==> config.mk <==
export PLATFORM = sky130hd
export DESIGN_NAME = vga_sync_receiver
export DESIGN_NICKNAME = d
export VERILOG_FILES = /design/src/rtl/vga_sync_receiver.sv
export SDC_FILE = /design/constraint.sdc
export NUM_CORES = 1
export LEC_CHECK = 0
export CAP_MARGIN = 20
export CORE_ASPECT_RATIO = 0.75
export CORE_UTILIZATION = 60
export CTS_CLUSTER_DIAMETER = 60
export DETAILED_ROUTE_END_ITERATION = 12
export PLACE_DENSITY_LB_ADDON = 0.15
export SLEW_MARGIN = 5
export SYNTH_ARGS = -nofsm -noshare
export SYNTH_HDL_FRONTEND = slang
export SYNTH_SLANG_ARGS = --single-unit
==> constraint.sdc <==
create_clock -name clk -period 7.8 [get_ports clk]
set_input_delay 1.17 -clock clk [delete_from_list [all_inputs] [get_ports clk]]
set_output_delay 1.17 -clock clk [all_outputs]
set_load 0.1 [all_outputs]
==> src/rtl/vga_sync_receiver.sv <==
// rtl/vga_sync_receiver.sv - VGA timing receiver: coordinate recovery and lock tracking
module vga_sync_receiver #(
    parameter int H_VISIBLE   = 640,
    parameter int H_FRONT     = 16,
    parameter int H_SYNC      = 96,
    parameter int H_BACK      = 48,
    parameter int V_VISIBLE   = 480,
    parameter int V_FRONT     = 10,
    parameter int V_SYNC      = 2,
    parameter int V_BACK      = 33,
    parameter int LOCK_FRAMES = 2
) (
    input  logic       clk,
    input  logic       reset,
    input  logic       h_sync,
    input  logic       v_sync,
    input  logic       DE,
    output logic [9:0] pixel_x,
    output logic [9:0] pixel_y,
    output logic       de_out,
    output logic       locked,
    output logic       frame_start,
    output logic       sync_err
);

    localparam int H_TOTAL = H_VISIBLE + H_FRONT + H_SYNC + H_BACK;
    localparam int V_TOTAL = V_VISIBLE + V_FRONT + V_SYNC + V_BACK;

    localparam logic [9:0] H_LAST    = 10'(H_TOTAL - 1);
    localparam logic [9:0] V_LAST    = 10'(V_TOTAL - 1);
    localparam logic [9:0] HS_START  = 10'(H_VISIBLE + H_FRONT);
    localparam logic [9:0] VS_START  = 10'(V_VISIBLE + V_FRONT);
    localparam logic [9:0] H_VIS     = 10'(H_VISIBLE);
    localparam logic [9:0] V_VIS     = 10'(V_VISIBLE);
    localparam logic [4:0] LOCK_N    = 5'(LOCK_FRAMES);

    typedef enum logic [1:0] {
        SEARCH  = 2'd0,
        ACQUIRE = 2'd1,
        LOCKED  = 2'd2
    } state_t;

    state_t     state, state_next;
    logic [3:0] good_cnt, good_cnt_next;
    logic       dirty, dirty_next;
    logic       err;

    logic       hs_cur, hs_prev, vs_cur, vs_prev, de_r;
    logic       hs_edge, vs_edge;
    logic [9:0] nx, ny, x_next, y_next;
    logic       de_exp, sync_mis;
    logic [4:0] cnt_inc;

    // Stage 1: sample the timing pins; history idles high so reset never fakes an edge
    always_ff @(posedge clk) begin
        if (reset) begin
            hs_cur  <= 1'b1;
            hs_prev <= 1'b1;
            vs_cur  <= 1'b1;
            vs_prev <= 1'b1;
            de_r    <= 1'b0;
        end else begin
            hs_prev <= hs_cur;
            hs_cur  <= h_sync;
            vs_prev <= vs_cur;
            vs_cur  <= v_sync;
            de_r    <= DE;
        end
    end

    assign hs_edge = hs_prev & ~hs_cur;
    assign vs_edge = vs_prev & ~vs_cur;

    // Predicted next coordinate of the free-running raster counters
    always_comb begin
        nx = pixel_x + 10'd1;
        ny = pixel_y;
        if (pixel_x == H_LAST) begin
            nx = 10'd0;
            ny = (pixel_y == V_LAST) ? 10'd0 : pixel_y + 10'd1;
        end
    end

    assign x_next   = hs_edge ? HS_START : nx;
    assign y_next   = vs_edge ? VS_START : ny;
    assign de_exp   = (nx < H_VIS) && (ny < V_VIS);
    assign sync_mis = (hs_edge ^ (nx == HS_START)) |
                      (vs_edge ^ ((nx == 10'd0) && (ny == VS_START)));
    assign cnt_inc  = {1'b0, good_cnt} + 5'd1;

    // Lock FSM state register
    always_ff @(posedge clk) begin
        if (reset) begin
            state    <= SEARCH;
            good_cnt <= 4'd0;
            dirty    <= 1'b0;
        end else begin
            state    <= state_next;
            good_cnt <= good_cnt_next;
            dirty    <= dirty_next;
        end
    end

    // Lock FSM next state: dirty marks a frame that already saw a mismatch
    always_comb begin
        state_next    = state;
        good_cnt_next = good_cnt;
        dirty_next    = dirty;
        err           = 1'b0;
        case (state)
            SEARCH: begin
                if (vs_edge) begin
                    state_next    = ACQUIRE;
                    good_cnt_next = 4'd0;
                    dirty_next    = 1'b0;
                end
            end
            ACQUIRE: begin
                if (sync_mis) begin
                    err           = 1'b1;
                    good_cnt_next = 4'd0;
                    dirty_next    = 1'b1;
                end else if (vs_edge) begin
                    dirty_next = 1'b0;
                    if (!dirty) begin
                        good_cnt_next = cnt_inc[3:0];
                        if (cnt_inc >= LOCK_N) begin
                            state_next = LOCKED;
                        end
                    end
                end
            end
            LOCKED: begin
                if (sync_mis || (de_r != de_exp)) begin
                    err           = 1'b1;
                    state_next    = ACQUIRE;
                    good_cnt_next = 4'd0;
                    dirty_next    = 1'b1;
                end
            end
            default: begin
                state_next    = SEARCH;
                good_cnt_next = 4'd0;
                dirty_next    = 1'b0;
            end
        endcase
    end

    // Stage 2: registered coordinates and status outputs
    always_ff @(posedge clk) begin
        if (reset) begin
            pixel_x     <= 10'd0;
            pixel_y     <= 10'd0;
            de_out      <= 1'b0;
            locked      <= 1'b0;
            frame_start <= 1'b0;
            sync_err    <= 1'b0;
        end else begin
            pixel_x     <= x_next;
            pixel_y     <= y_next;
            de_out      <= de_r;
            locked      <= (state_next == LOCKED);
            frame_start <= (state_next == LOCKED) && (x_next == 10'd0) && (y_next == 10'd0);
            sync_err    <= err;
        end
    end

endmodule

==> results.sh <==
export IMPL_ys_warn_count=0
export IMPL_synth_edf_count=0
export IMPL_clkPwrFrac_pct=32.4
export IMPL_yosysSeqAreaShare_pct=30.6
export IMPL_power_mw=0.423
export IMPL_postCtsHoldBufs=0
export IMPL_endpoint="good_cnt[2]"
export IMPL_cap_violations=0
export IMPL_core_um2=3710
export IMPL_routed_wl_mm=5.56
export IMPL_synth_seq_cells=36
export IMPL_rrSetupSlack_ps=4200
export IMPL_first_pass_iters=5
export IMPL_cp_data_arrival_time_ps=3770
export IMPL_fp_row_count=19
export IMPL_vdd_drop_max_mv=0.113
export IMPL_synth_top_cell_area_share_pct=30.6
export IMPL_dp_hpwl_mm=4.01
export IMPL_post_cts_resized=0
export IMPL_start_kind="register"
export IMPL_final_period_minus_worst_setup_slack_ps=3600
export IMPL_grt_pass1_wl_mm=9.40
export IMPL_yosysTopAreaCell="dfxtp_1"
export IMPL_routabilityCongestion=0.921
export IMPL_syn_avg_cell_area_um2=8.21
export IMPL_cts_max_level=2
export IMPL_fin_nets=319
export IMPL_dieHeight_um=56.3
export IMPL_skew_ps=7.66
export IMPL_ys_types=66
export IMPL_placed_area_um2=2620
export IMPL_vias_per_cell=6.32
export IMPL_drcViolationCount=0
export IMPL_diodes=0
export IMPL_worst_endpoint_required_ps=7970
export IMPL_area_growth_pct=15.0
export IMPL_reg2reg_from="pixel_x[0]"
export IMPL_r2r_cells=10
export IMPL_async_reset_ff_share_pct=0
export IMPL_hold_class="reg2reg"
export IMPL_r2r_end="good_cnt[2]"
export IMPL_die_area_um2=4180
export IMPL_critPathKind="reg2reg"
export IMPL_clockRootBuffer="clkbuf_8"
export IMPL_wl_per_cell_um=15.5
export IMPL_p_per_area_nw_per_um2=156
export IMPL_clock_path_buffers=2
export IMPL_combPwrFrac_pct=20.4
export IMPL_hold_viol_final=0
export IMPL_endpoint_kind="register"
export IMPL_n_fill_cell=296
export IMPL_syn_nets=301
export IMPL_track_usage_pct=29.2
export IMPL_synth_common_cells="dfxtp_1 (36), nor2_1 (25), a21oi_1 (17)"
export IMPL_fin_setup_tns_ps=0
export IMPL_overflow=0
export IMPL_vias=2263
export IMPL_grt_pass1_vias=1945
export IMPL_p_seq_share_pct=47.3
export IMPL_drive_above_1_share_pct=8.50
export IMPL_fin_area_um2=2710
export IMPL_synth_cells=287
export IMPL_cts_tree="built"
export IMPL_crit_fanout=12
export IMPL_slew_viol_final=0
export IMPL_drt_initial_drc_count=244
export IMPL_rsz0062_at_grt="no"
export IMPL_p_sw_mw=0.137
export IMPL_slew_headroom_pct=30.5
export IMPL_status="finished, final reports clean"
export IMPL_final_setup_viol_count=0
export IMPL_swShare_pct=32.4
export IMPL_port_buffers=28
export IMPL_critical_path_startpoint="pixel_x[0]"
export IMPL_synth_main_ff_cell="dfxtp_1"
export IMPL_clk_pin_slew_ps=70
export IMPL_cts_buffers_inserted=5
export IMPL_fmax_ghz=0.278
export IMPL_final_period_utilization_pct=46.2
export IMPL_antenna_left=0
export IMPL_die_x_um=74.4
export IMPL_power_leakage_nw=0.945
export IMPL_pin_count=29
export IMPL_antenna_found_initial=0
export IMPL_yosys_top_cells_area="dfxtp_1 (31%), ha_1 (4.8%), nor2_1 (4.0%)"
export IMPL_syn_cell_area_um2=2360
export IMPL_clock_sinks=36
export IMPL_grt_max_degree=28
export IMPL_yosys_cell_count_top_type="dfxtp_1"
export IMPL_tightest_slew_ps=1030
export IMPL_postCtsSetupRepairBufs=0
export IMPL_start_util_pct=63.5
export IMPL_p_int_mw=0.286
export IMPL_clkLatencyLatePin_ps=290
==> cell families (layout without fill, tap and decap cells) <==
group,count (synthesis),count (layout),share of synthesized area (%)
muxes,2,2,0.850
and+or+nand+nor,126,126,32.0
xor gates and xnor gates,11,11,4.41
buffers and inverters,29,48,5.68
adders and majority gates,9,9,4.78
DFF,36,36,30.6
AOI/OAI and AO/OA,74,74,21.7
==> sequential cells by signal, indices dropped and copies added (netlist names) <==
signal,count
de_out,1
de_r,1
dirty,1
frame_start,1
good_cnt,4
hs_cur,1
hs_prev,1
locked,1
pixel_x,10
pixel_y,10
state,2
sync_err,1
vs_cur,1
vs_prev,1
==> worst max-delay path, cell delays in order (launching register included) <==
cell,delay (ps)
dfxtp_1,430
ha_1,360
nor3b_4,320
nand3_2,280
or4_4,590
a211oi_2,310
and3b_1,260
a21oi_2,120
o2111a_1,380
o41ai_1,340
a21oi_1,100
==> placed cells by master (no fill, tap or decap), types with 8 or more instances in the layout <==
cell and count:
nor3_1 13, clkdlybuf4s50_1 28, nand2_1 15, nand3_1 9
dfxtp_1 36, a31oi_1 8, ha_1 9, inv_1 11
a21oi_1 17, nor2_1 25, nand4_1 10, nor2b_1 9
==> area by class of cell <==
cell class / count / area [um^2] / share of cell area, %
multi-input combinational: 222 / 1500 / 55.4
sequential: 36 / 721 / 26.6
timing repair buffer: 29 / 288 / 10.6
clock buffer: 6 / 82.6 / 3.05
tap: 52 / 65.1 / 2.40
inverter: 11 / 41.3 / 1.52
clock inverter: 2 / 10.0 / 0.370
==> per-stage QoR <==
| step | hold WS (ps) | cells | util, % | setup WS, ps |
|---|---|---|---|---|
| 2_1_floorplan | 432 | 287 | - | 4040 |
| 4_1_cts | 465 | 358 | 73.0 | 4230 |
| 3_3_place_gp | 443 | 350 | 70.5 | 4310 |
| 3_5_place_dp | 447 | 350 | 70.5 | 4250 |
| 5_1_grt | 502 | 358 | 73.0 | 3920 |
| 6_report | 460 | 358 | 73.0 | 4200 |
==> power groups by stage <==
stage | sequential, mW | clock (mW) | combinational [mW]
finish | 0.200 | 0.137 | 0.0862
detailed placement | 0.204 | 0 | 0.0848
global route | 0.202 | 0.148 | 0.0922
floorplan | 0.234 | 0 | 0.0356
global placement | 0.204 | 0 | 0.0843
CTS | 0.200 | 0.139 | 0.0853
==> how the worst min path moves through the flow <==
stage	from	endpoint	cells after the start	slack (ps)
floorplan	hs_cur	hs_prev	1	430
global placement	hs_cur	hs_prev	1	440
detailed placement	hs_cur	hs_prev	1	450
CTS	hs_cur	hs_prev	1	460
global route	good_cnt[3]	good_cnt[3]	2	500
finish	hs_cur	hs_prev	1	460
==> routing by layer <==
metal	vias to the layer above	global-route usage [%]	part of all wire, %
met4	0	11.9	2.4
met1	1039	44.7	49
met5	-	0	0
met2	98	39.2	42
met3	22	5.92	7.4
li1	1104	-	-
Note: power is estimated with default switching activity, not from simulation.
